[src/rtl/tx_header_enc_if.sv]
// Header-encoder bus: field inputs, bit strobe, start request and serial outputs.
interface tx_header_enc_if;
    logic       bit_p;
    logic       start_p;
    logic [2:0] regi_LT_ADDR;
    logic [3:0] regi_packet_type;
    logic       flow;
    logic       arqn;
    logic       seqn;
    logic [7:0] regi_my_BD_ADDR_UAP;
    logic [5:0] clk_wh;
    logic       txbit;
    logic       txhdr_busy;
    logic       txhdr_done_p;

    // Requester side: drives fields/strobes, observes the serial stream.
    modport master (
        output bit_p, start_p, regi_LT_ADDR, regi_packet_type,
               flow, arqn, seqn, regi_my_BD_ADDR_UAP, clk_wh,
        input  txbit, txhdr_busy, txhdr_done_p
    );

    // Encoder side.
    modport slave (
        input  bit_p, start_p, regi_LT_ADDR, regi_packet_type,
               flow, arqn, seqn, regi_my_BD_ADDR_UAP, clk_wh,
        output txbit, txhdr_busy, txhdr_done_p
    );
endinterface

[src/rtl/tx_header_enc.sv]
// Packet header encoder: 10 info bits + 8-bit HEC, optional whitening,
// rate-1/3 repetition FEC, serialised one air bit per bit_p strobe.
// Optional feature macro: TXHDR_WHITEN_EN (7-bit D^7+D^4+1 whitening).
module tx_header_enc (
    input  logic           clk_6M,
    input  logic           rstz,
    tx_header_enc_if.slave hif
);

    localparam int unsigned INFO_W = 10;
    localparam int unsigned HEC_W  = 8;
    localparam int unsigned HDR_W  = INFO_W + HEC_W;
    localparam int unsigned REP_W  = 2;
    localparam int unsigned IDX_W  = 5;
    localparam int unsigned WHT_W  = 7;

    localparam logic [REP_W-1:0] REP_LAST = REP_W'(2);
    localparam logic [IDX_W-1:0] IDX_LAST = IDX_W'(HDR_W - 1);
    localparam logic [HEC_W-1:0] HEC_POLY = 8'hA7;

    typedef enum logic [1:0] {
        IDLE = 2'd0,
        SEND = 2'd1,
        DONE = 2'd2
    } state_e;

    state_e             state_q, state_d;
    logic [REP_W-1:0]   rep_q, rep_d;
    logic [IDX_W-1:0]   idx_q, idx_d;
    logic [HDR_W-1:0]   sreg_q, sreg_d;
    logic               txbit_q, txbit_d;
    logic               busy_q, busy_d;
    logic               done_q, done_d;
    logic               wbit_d;
    logic [INFO_W-1:0]  info_c;
    logic [HEC_W-1:0]   hec_c;
    logic [HEC_W-1:0]   hec_rev_c;

`ifdef TXHDR_WHITEN_EN
    logic [WHT_W-1:0]   wl_q, wl_d;
`else
    logic               unused_clk_wh;
    assign unused_clk_wh = ^hif.clk_wh;
`endif

    // Serial HEC over the info word, LSB first, seeded with the UAP.
    function automatic logic [HEC_W-1:0] hec_calc(input logic [INFO_W-1:0] info,
                                                  input logic [HEC_W-1:0]  uap);
        logic [HEC_W-1:0] h;
        logic             fb;
        h = uap;
        for (int i = 0; i < int'(INFO_W); i++) begin
            fb = info[i] ^ h[HEC_W-1];
            h  = {h[HEC_W-2:0], 1'b0} ^ (fb ? HEC_POLY : '0);
        end
        return h;
    endfunction

    // Header word assembly: info bits first, then HEC MSB first.
    always_comb begin
        info_c    = {hif.seqn, hif.arqn, hif.flow, hif.regi_packet_type, hif.regi_LT_ADDR};
        hec_c     = hec_calc(info_c, hif.regi_my_BD_ADDR_UAP);
        hec_rev_c = '0;
        for (int k = 0; k < int'(HEC_W); k++) begin
            hec_rev_c[k] = hec_c[HEC_W-1-k];
        end
    end

    // Next-state, counters, shift register and registered-output values.
    always_comb begin
        state_d = state_q;
        rep_d   = rep_q;
        idx_d   = idx_q;
        sreg_d  = sreg_q;
`ifdef TXHDR_WHITEN_EN
        wl_d    = wl_q;
`endif
        unique case (state_q)
            IDLE: begin
                if (hif.start_p) begin
                    state_d = SEND;
                    rep_d   = '0;
                    idx_d   = '0;
                    sreg_d  = {hec_rev_c, info_c};
`ifdef TXHDR_WHITEN_EN
                    wl_d    = {1'b1, hif.clk_wh};
`endif
                end
            end
            SEND: begin
                if (hif.bit_p) begin
                    if (rep_q == REP_LAST) begin
                        rep_d = '0;
                        if (idx_q == IDX_LAST) begin
                            state_d = DONE;
                        end else begin
                            idx_d  = idx_q + IDX_W'(1);
                            sreg_d = {1'b0, sreg_q[HDR_W-1:1]};
`ifdef TXHDR_WHITEN_EN
                            wl_d   = {wl_q[WHT_W-2:0], wl_q[WHT_W-1]}
                                   ^ {2'b00, wl_q[WHT_W-1], 4'b0000};
`endif
                        end
                    end else begin
                        rep_d = rep_q + REP_W'(1);
                    end
                end
            end
            DONE: begin
                state_d = IDLE;
            end
            default: begin
                state_d = IDLE;
            end
        endcase

`ifdef TXHDR_WHITEN_EN
        wbit_d  = wl_d[WHT_W-1];
`else
        wbit_d  = 1'b0;
`endif
        busy_d  = (state_d != IDLE);
        done_d  = (state_d == DONE);
        txbit_d = (state_d == SEND) ? (sreg_d[0] ^ wbit_d) : 1'b0;
    end

    // State and output registers with asynchronous active-low reset.
    always_ff @(posedge clk_6M or negedge rstz) begin
        if (!rstz) begin
            state_q <= IDLE;
            rep_q   <= '0;
            idx_q   <= '0;
            sreg_q  <= '0;
            txbit_q <= 1'b0;
            busy_q  <= 1'b0;
            done_q  <= 1'b0;
`ifdef TXHDR_WHITEN_EN
            wl_q    <= '0;
`endif
        end else begin
            state_q <= state_d;
            rep_q   <= rep_d;
            idx_q   <= idx_d;
            sreg_q  <= sreg_d;
            txbit_q <= txbit_d;
            busy_q  <= busy_d;
            done_q  <= done_d;
`ifdef TXHDR_WHITEN_EN
            wl_q    <= wl_d;
`endif
        end
    end

    assign hif.txbit        = txbit_q;
    assign hif.txhdr_busy   = busy_q;
    assign hif.txhdr_done_p = done_q;

endmodule

[src/flat_wrapper.sv]
// flat-port wrapper written by rule: the top's interface ports become plain ports
module tx_header_enc_flat 
  (clk_6M, rstz, hif_bit_p, hif_start_p, hif_regi_LT_ADDR, hif_regi_packet_type, hif_flow, hif_arqn, hif_seqn, hif_regi_my_BD_ADDR_UAP, hif_clk_wh, hif_txbit, hif_txhdr_busy, hif_txhdr_done_p);
  tx_header_enc_if hif_i ();
  input  logic clk_6M;
  input  logic rstz;
  input wire logic [$bits(hif_i.bit_p)-1:0] hif_bit_p;
  input wire logic [$bits(hif_i.start_p)-1:0] hif_start_p;
  input wire logic [$bits(hif_i.regi_LT_ADDR)-1:0] hif_regi_LT_ADDR;
  input wire logic [$bits(hif_i.regi_packet_type)-1:0] hif_regi_packet_type;
  input wire logic [$bits(hif_i.flow)-1:0] hif_flow;
  input wire logic [$bits(hif_i.arqn)-1:0] hif_arqn;
  input wire logic [$bits(hif_i.seqn)-1:0] hif_seqn;
  input wire logic [$bits(hif_i.regi_my_BD_ADDR_UAP)-1:0] hif_regi_my_BD_ADDR_UAP;
  input wire logic [$bits(hif_i.clk_wh)-1:0] hif_clk_wh;
  output wire logic [$bits(hif_i.txbit)-1:0] hif_txbit;
  output wire logic [$bits(hif_i.txhdr_busy)-1:0] hif_txhdr_busy;
  output wire logic [$bits(hif_i.txhdr_done_p)-1:0] hif_txhdr_done_p;
  assign hif_i.bit_p = hif_bit_p;
  assign hif_i.start_p = hif_start_p;
  assign hif_i.regi_LT_ADDR = hif_regi_LT_ADDR;
  assign hif_i.regi_packet_type = hif_regi_packet_type;
  assign hif_i.flow = hif_flow;
  assign hif_i.arqn = hif_arqn;
  assign hif_i.seqn = hif_seqn;
  assign hif_i.regi_my_BD_ADDR_UAP = hif_regi_my_BD_ADDR_UAP;
  assign hif_i.clk_wh = hif_clk_wh;
  assign hif_txbit = hif_i.txbit;
  assign hif_txhdr_busy = hif_i.txhdr_busy;
  assign hif_txhdr_done_p = hif_i.txhdr_done_p;
  tx_header_enc u_core (.clk_6M(clk_6M), .rstz(rstz), .hif(hif_i));
endmodule
[config.mk]
export PLATFORM = sky130hd
export DESIGN_NAME = tx_header_enc_flat
export DESIGN_NICKNAME = d
export VERILOG_FILES = /design/src/rtl/tx_header_enc_if.sv /design/src/rtl/tx_header_enc.sv /design/src/flat_wrapper.sv
export SDC_FILE = /design/constraint.sdc
export NUM_CORES = 1
export LEC_CHECK = 0
export ABC_AREA = 1
export BUFFER_PORTS_ARGS = -buffer_cell sky130_fd_sc_hd__buf_2
export CAP_MARGIN = 20
export CORE_MARGIN = 1.5
export CORE_UTILIZATION = 55
export DETAILED_ROUTE_END_ITERATION = 7
export GPL_TIMING_DRIVEN = 0
export PLACE_DENSITY_LB_ADDON = 0.1
export SLEW_MARGIN = 20
export SYNTH_ARGS = -nofsm -noshare
export SYNTH_HDL_FRONTEND = slang
export SYNTH_SLANG_ARGS = --single-unit
[constraint.sdc]
create_clock -name clk_6M -period 2.6 [get_ports clk_6M]
set_input_delay 0.13 -clock clk_6M [delete_from_list [all_inputs] [get_ports clk_6M]]
set_output_delay 0.13 -clock clk_6M [all_outputs]
set_load 0.05 [all_outputs]
==> results.cfg, run 1 <==
[placed_design]
gp_congestion = 0.770
dpl_worst_slack_ps = 369
io_buffers = 24
hpwlAfterDp_um = 3360

[hold_path]
whs_endpoint = u_core.sreg_q[7]
whs_path_depth = 3
hold_path.class = in -> reg
hp-start = hif_flow

[sta]
setup_ws_ps = 347
rsz0062_at_grt = no
slew_violations = 0
fin_crit_sh_pct = 86.6
hold_viol = 0
fin_crit_ps = 2250
finalSetupViolCount = 0
max_freq_mhz = 444
worst_clock_skew_ps = 4.56
setup_tns_ps = 0
max_slew_margin_pct = 56.8
tightest_slew_ps = 647

[yosys]
yosys.area.top_type_share_pct = 35.2
netlist_instances = 292
ys_ff_latch = 30
yosysTopAreaCell = dfrtp_1
async_flop_share_pct = 100
synth_ff_type = dfrtp_1
syn_area_mm2 = 0.00213
synth_cell_type_count = 35
ys_seq_area_share_pct = 35.2
synth.top_cells.by_area = dfrtp_1 35%, nand2_1 16%, nand2_2 6.5%
syn_avg_cell_area_um2 = 7.30
synth_edf_count = 0
ys.warnings.count = 0
synth_fp_nets = 322

[layout]
final_layout_size_suffix_gt1_share_pct = 26.2
area_delta_synth_final_pct = 12.6
nFillCells = 337
insertedDiodeCount = 0
layout.nets = 354
multi_input_area_mm2 = 0.00118
register_area_um2 = 751

[drt]
first_pass_iters = 4
wl_per_cell_um = 11.6
route.vias.total = 1860
dr.first_iter.drc_count = 104
finalWirelength_um = 4320
drt_drc_violations_left = 0
antenna_left = 0
viasPerCell = 5.00

[clocking]
clkTransAtPathRegs_ps = 60
cts_tree = yes
ctsHtreeMaxLevel = 2
cts.sinks = 30
hold_buffers = 1
clock_latency_ps = 280
root_buffer = clkbuf_8
cts.path.max_buffers = 2
numCtsBuffers = 5
postCtsSetupBuffers = 0
ctsResizeCount = 0

[worst_setup_path]
timing.critical_path.fanout_max = 9
worstReg2RegEnd = u_core.idx_q[4]
worstPathArrival_ps = 2440
worstSetupPathType = reg -> reg
r2r_setup_slack_ps = 350
cp-end-kind = flip-flop
r2r-start = u_core.state_q[1]
r2r.worst_path.cells = 9
crit_path_start = u_core.state_q[1]
crit_path_start_kind = flip-flop
crit_required_ps = 2790

[pwr]
power_density_mw_per_mm2 = 796
peakVddDrop_uv = 288
p_leak_nw = 1.30
power.total_mw = 1.91

[die]
die_h_um = 65.3
ioPinCount = 31
start_util_pct = 57.8
core_area_mm2 = 0.00369
die_x_um = 65.3
rows = 22
die_area_mm2 = 0.00426

[grt]
grt_max_degree = 31
grtUsageTotal_pct = 23.2
grt_pass1_wl_um = 7570
antenna_found_initial = 0
grt_pass1_vias = 1784
overflow = 0

[run_status]
status = completed

[job]
maxCapViolations = 0
worst max-delay path by stage:
stage | to | cells past startpoint
6_report | u_core.idx_q[4] | 9
5_1_grt | u_core.idx_q[4] | 9
4_1_cts | u_core.idx_q[4] | 9
3_5_place_dp | u_core.idx_q[4] | 9
3_3_place_gp | u_core.idx_q[4] | 9
2_1_floorplan | u_core.idx_q[4] | 9
cells in the mapped netlist (3+ instances only):
cell type  count
nand3_2        6
o221ai_1       7
nand3_1       22
nor3_1         3
inv_1         35
dfrtp_1       30
inv_2         11
nand2_2       22
nand4_1        5
nand2_1       93
nand2_4        8
nor2_1         8
xor2_1         6
o211ai_1       6
o21ai_0        6
power breakdown:
group | switching, mW | total [mW] | leakage, nW | internal, mW
Combinational | 0.523 | 0.835 | 0.879 | 0.311
Sequential | 0.0953 | 0.736 | 0.379 | 0.641
Clock | 0.163 | 0.342 | 0.0438 | 0.179
cell families (layout without fill, tap and decap cells):
kind of cell             after synthesis  in the layout  share of synthesized area, %
multiplexers                           1              1                         0.470
XOR/XNOR                               9              9                          4.05
adder cells (fa/ha/maj)                2              2                          1.17
AND/OR/NAND/NOR                      176            176                          41.7
AO/OA/AOI/OAI                         24             24                          8.10
buffers and inverters                 50             82                          9.33
flip-flops                            30             30                          35.2
cell usage in the layout (no fill, tap or decap), types with 7 or more instances in the layout:
master | netlist | routed
nand2_4 | 8 | 8
nor2_1 | 8 | 8
dfrtp_1 | 30 | 30
inv_1 | 35 | 35
nand2_2 | 22 | 22
nand2_1 | 93 | 93
inv_2 | 11 | 11
nand3_1 | 22 | 22
o221ai_1 | 7 | 7
buf_2 | 0 | 24
per-layer routing:
metal	global-route usage (%)	up-vias	routed length, um
li1	-	991	-
met1	29.4	819	2060
met2	39.2	40	2010
met3	2.57	10	139
met4	11.5	0	105
met5	0	-	0
metrics by stage:
stage                     utilization [%]  area, um2  hold WS (ps)  std cells
final                                65.1       2400           129        372
after global routing                 65.1       2400           121        372
after CTS                            65.1       2400           116        372
after detailed placement             62.7       2310           188        364
after global placement               62.7       2310           196        364
after floorplan                         -       2130          -166        292
cell type report:
cell class / instances / share of cell area (%)
multi-input cells: 212 / 49.2
flip-flops and latches: 30 / 31.3
repair buffers: 25 / 5.42
inverters: 47 / 7.35
plain buffers: 3 / 0.938
clock buffers: 5 / 2.87
clock inverters: 2 / 0.417
well taps: 48 / 2.50
flip-flops by register name, indices dropped and copies added, names as in the netlist:
signal	flops
u_core.hif.txbit	1
u_core.hif.txhdr_busy	1
u_core.hif.txhdr_done_p	1
u_core.idx_q	5
u_core.rep_q	2
u_core.sreg_q	18
u_core.state_q	2
critical path, stage by stage, from the launching register on:
cell and delay (ps):
dfrtp_1 370, nor2_1 180, inv_1 160, o21ai_1 290, nand4_1 170, nand2_1 270, inv_2 150, nor3_1 280
a21oi_1 110, nor3_1 180
No activity file was read; power rests on OpenSTA's default activity.
==> run 2, diff against run 1 <==
Settings changed: CTS_BUF_LIST from default to sky130_fd_sc_hd__clkbuf_16.
Clock period 2.6 ns to 2.64 ns, I/O delays scaled along.
==> run 2 against run 1 <==
Clock-buffer cell count stayed put. Clock skew barely moved. Combinational power about the same. Maximum frequency decreased by 2.7%. Non-clock buffer count unchanged. Sequential share of layout area fell by 0.72 points. Global-route usage increased by 1.4 points. Total power rose by 9.3%. Sequential power decreased by 1%. Routed wire length is 6.2% higher. Critical path type unchanged. Critical endpoint unchanged. Largest power group unchanged. Highest routed layer unchanged.
==> results.cfg, run 2 (synthesis results as in run 1) <==
[run_status]
status = completed

[layout]
final_util_pct = 66.6
insertedDiodeCount = 0
layout_common_cells = 93 x nand2_1, 35 x inv_1, 30 x dfrtp_1
layout.nets = 354
area_delta_synth_final_pct = 15.3
multi_input_area_mm2 = 0.00118
regMostFlops = u_core.sreg_q
largest_reg_flops = 18
design_area_mm2 = 0.00246
register_area_um2 = 751
final_layout_size_suffix_gt1_share_pct = 26.2
top_regs = u_core.sreg_q x18, u_core.idx_q x5
nFillCells = 328
layout_commonest_cell = nand2_1

[sta]
fin_crit_ps = 2320
setup_tns_ps = 0
tightest_slew_ps = 665
rsz0062_at_grt = no
finalSetupViolCount = 0
slew_violations = 0
hold_viol = 0
worst_clock_skew_ps = 4.72
max_freq_mhz = 432
fin_crit_sh_pct = 87.7
max_slew_margin_pct = 55.7

[drt]
wl_per_cell_um = 12.3
antenna_left = 0
first_pass_iters = 4
viasPerCell = 5.06
drt_drc_violations_left = 0
route.vias.total = 1881
finalWirelength_um = 4580
dr.first_iter.drc_count = 137

[worst_setup_path]
cp-end-kind = flip-flop
worstSetupPathType = reg -> reg
r2r_setup_slack_ps = 320
cp_cell_sequence = nor2_1 -> inv_1 -> o21ai_1 -> nand4_1 -> nand2_1 -> inv_2 -> nor3_1 -> a21oi_1 -> nor3_1
r2r.worst_path.cells = 9
worstSetupEndpoint = u_core.idx_q[4]
cpMaxStageDelayCell = dfrtp_1
crit_path_start = u_core.state_q[1]
crit_required_ps = 2820
timing.critical_path.fanout_max = 9
crit_family = simple AND/OR/NAND/NOR gates
cpMostUsedCell = nor3_1
worstPathArrival_ps = 2500
worst-path-buf-inv = 2
crit_path_start_kind = flip-flop
max_stage_delay_ps = 370
r2r-start = u_core.state_q[1]
cp.depth = 9
worstReg2RegEnd = u_core.idx_q[4]

[die]
die_h_um = 65.3
die_x_um = 65.3
die_area_mm2 = 0.00426
ioPinCount = 31
rows = 22
core_area_mm2 = 0.00369
start_util_pct = 57.8

[clocking]
root_buffer = clkbuf_16
cts.path.max_buffers = 2
postCtsSetupBuffers = 0
numCtsBuffers = 5
clock_latency_ps = 270
cts_tree = yes
cts.sinks = 30
ctsHtreeMaxLevel = 2
clkTransAtPathRegs_ps = 50

[grt]
antenna_found_initial = 0
overflow = 0
grtUsageTotal_pct = 24.6
grt_pass1_vias = 1831
grt_max_degree = 31
grt_pass1_wl_um = 8050

[pwr]
p_comb_share_pct = 39.9
p_leak_nw = 1.33
pwr-share-clk_pct = 25.2
swShare_pct = 38.9
p_switching_uw = 812
power.total_mw = 2.09
seqPwrFrac_pct = 34.9
peakVddDrop_uv = 292
power_density_mw_per_mm2 = 851
intPower_mw = 1.28

[placed_design]
hpwlAfterDp_um = 3360
io_buffers = 24
placed_area_mm2 = 0.00231
gp_congestion = 0.770

[job]
maxCapViolations = 0

[hold_path]
hold_path.class = in -> reg
run 2: layout make-up:
class	count	area share, %
multi-input combinational	212	48.1
sequential	30	30.5
inverter	47	7.18
timing repair buffer	25	5.30
clock buffer	5	5.09
tap	48	2.44
buffer	3	0.916
clock inverter	2	0.407
run 2: metrics by stage:
stage                     cells  hold slack (ps)  setup WS, ps
after floorplan             292             -164           824
after global placement      364              198           455
after detailed placement    364              190           409
after CTS                   372              130           352
after global routing        372              138           115
final                       372              137           324
run 2: routing by layer:
layer	part of all wire [%]	wire [um]	track usage (%)
met1	46	2100	30.8
met4	2.2	99	9.11
met5	0	0	0
met2	48	2200	42.5
met3	4.0	183	4.11
run 2: worst min-delay path by stage:
stage	end	depth (start not counted)	start
detailed placement	u_core.hif.txbit	1	rstz
global placement	u_core.hif.txbit	1	rstz
global route	u_core.sreg_q[7]	3	hif_flow
floorplan	u_core.hif.txbit	0	rstz
CTS	u_core.sreg_q[7]	3	hif_flow
finish	u_core.sreg_q[7]	3	hif_flow
run 2: worst register-to-register path, stage by stage (launching register included):
cell	delay, ps
dfrtp_1	370
nor2_1	190
inv_1	170
o21ai_1	290
nand4_1	190
nand2_1	280
inv_2	160
nor3_1	280
a21oi_1	110
nor3_1	180
run 2: what timing repair did:
item                       CTS  global route
hold endpoints to repair    30             0
resized for setup            0             0
setup endpoints to repair    0             0
hold buffers                 1             0
run 2: power groups by stage:
stage               logic, mW  registers (mW)  clock network, mW
floorplan               0.637           0.732                  0
global placement        0.801           0.721                  0
detailed placement      0.821           0.727                  0
CTS                     0.838           0.728              0.532
global route            0.950           0.747              0.551
finish                  0.835           0.729              0.526
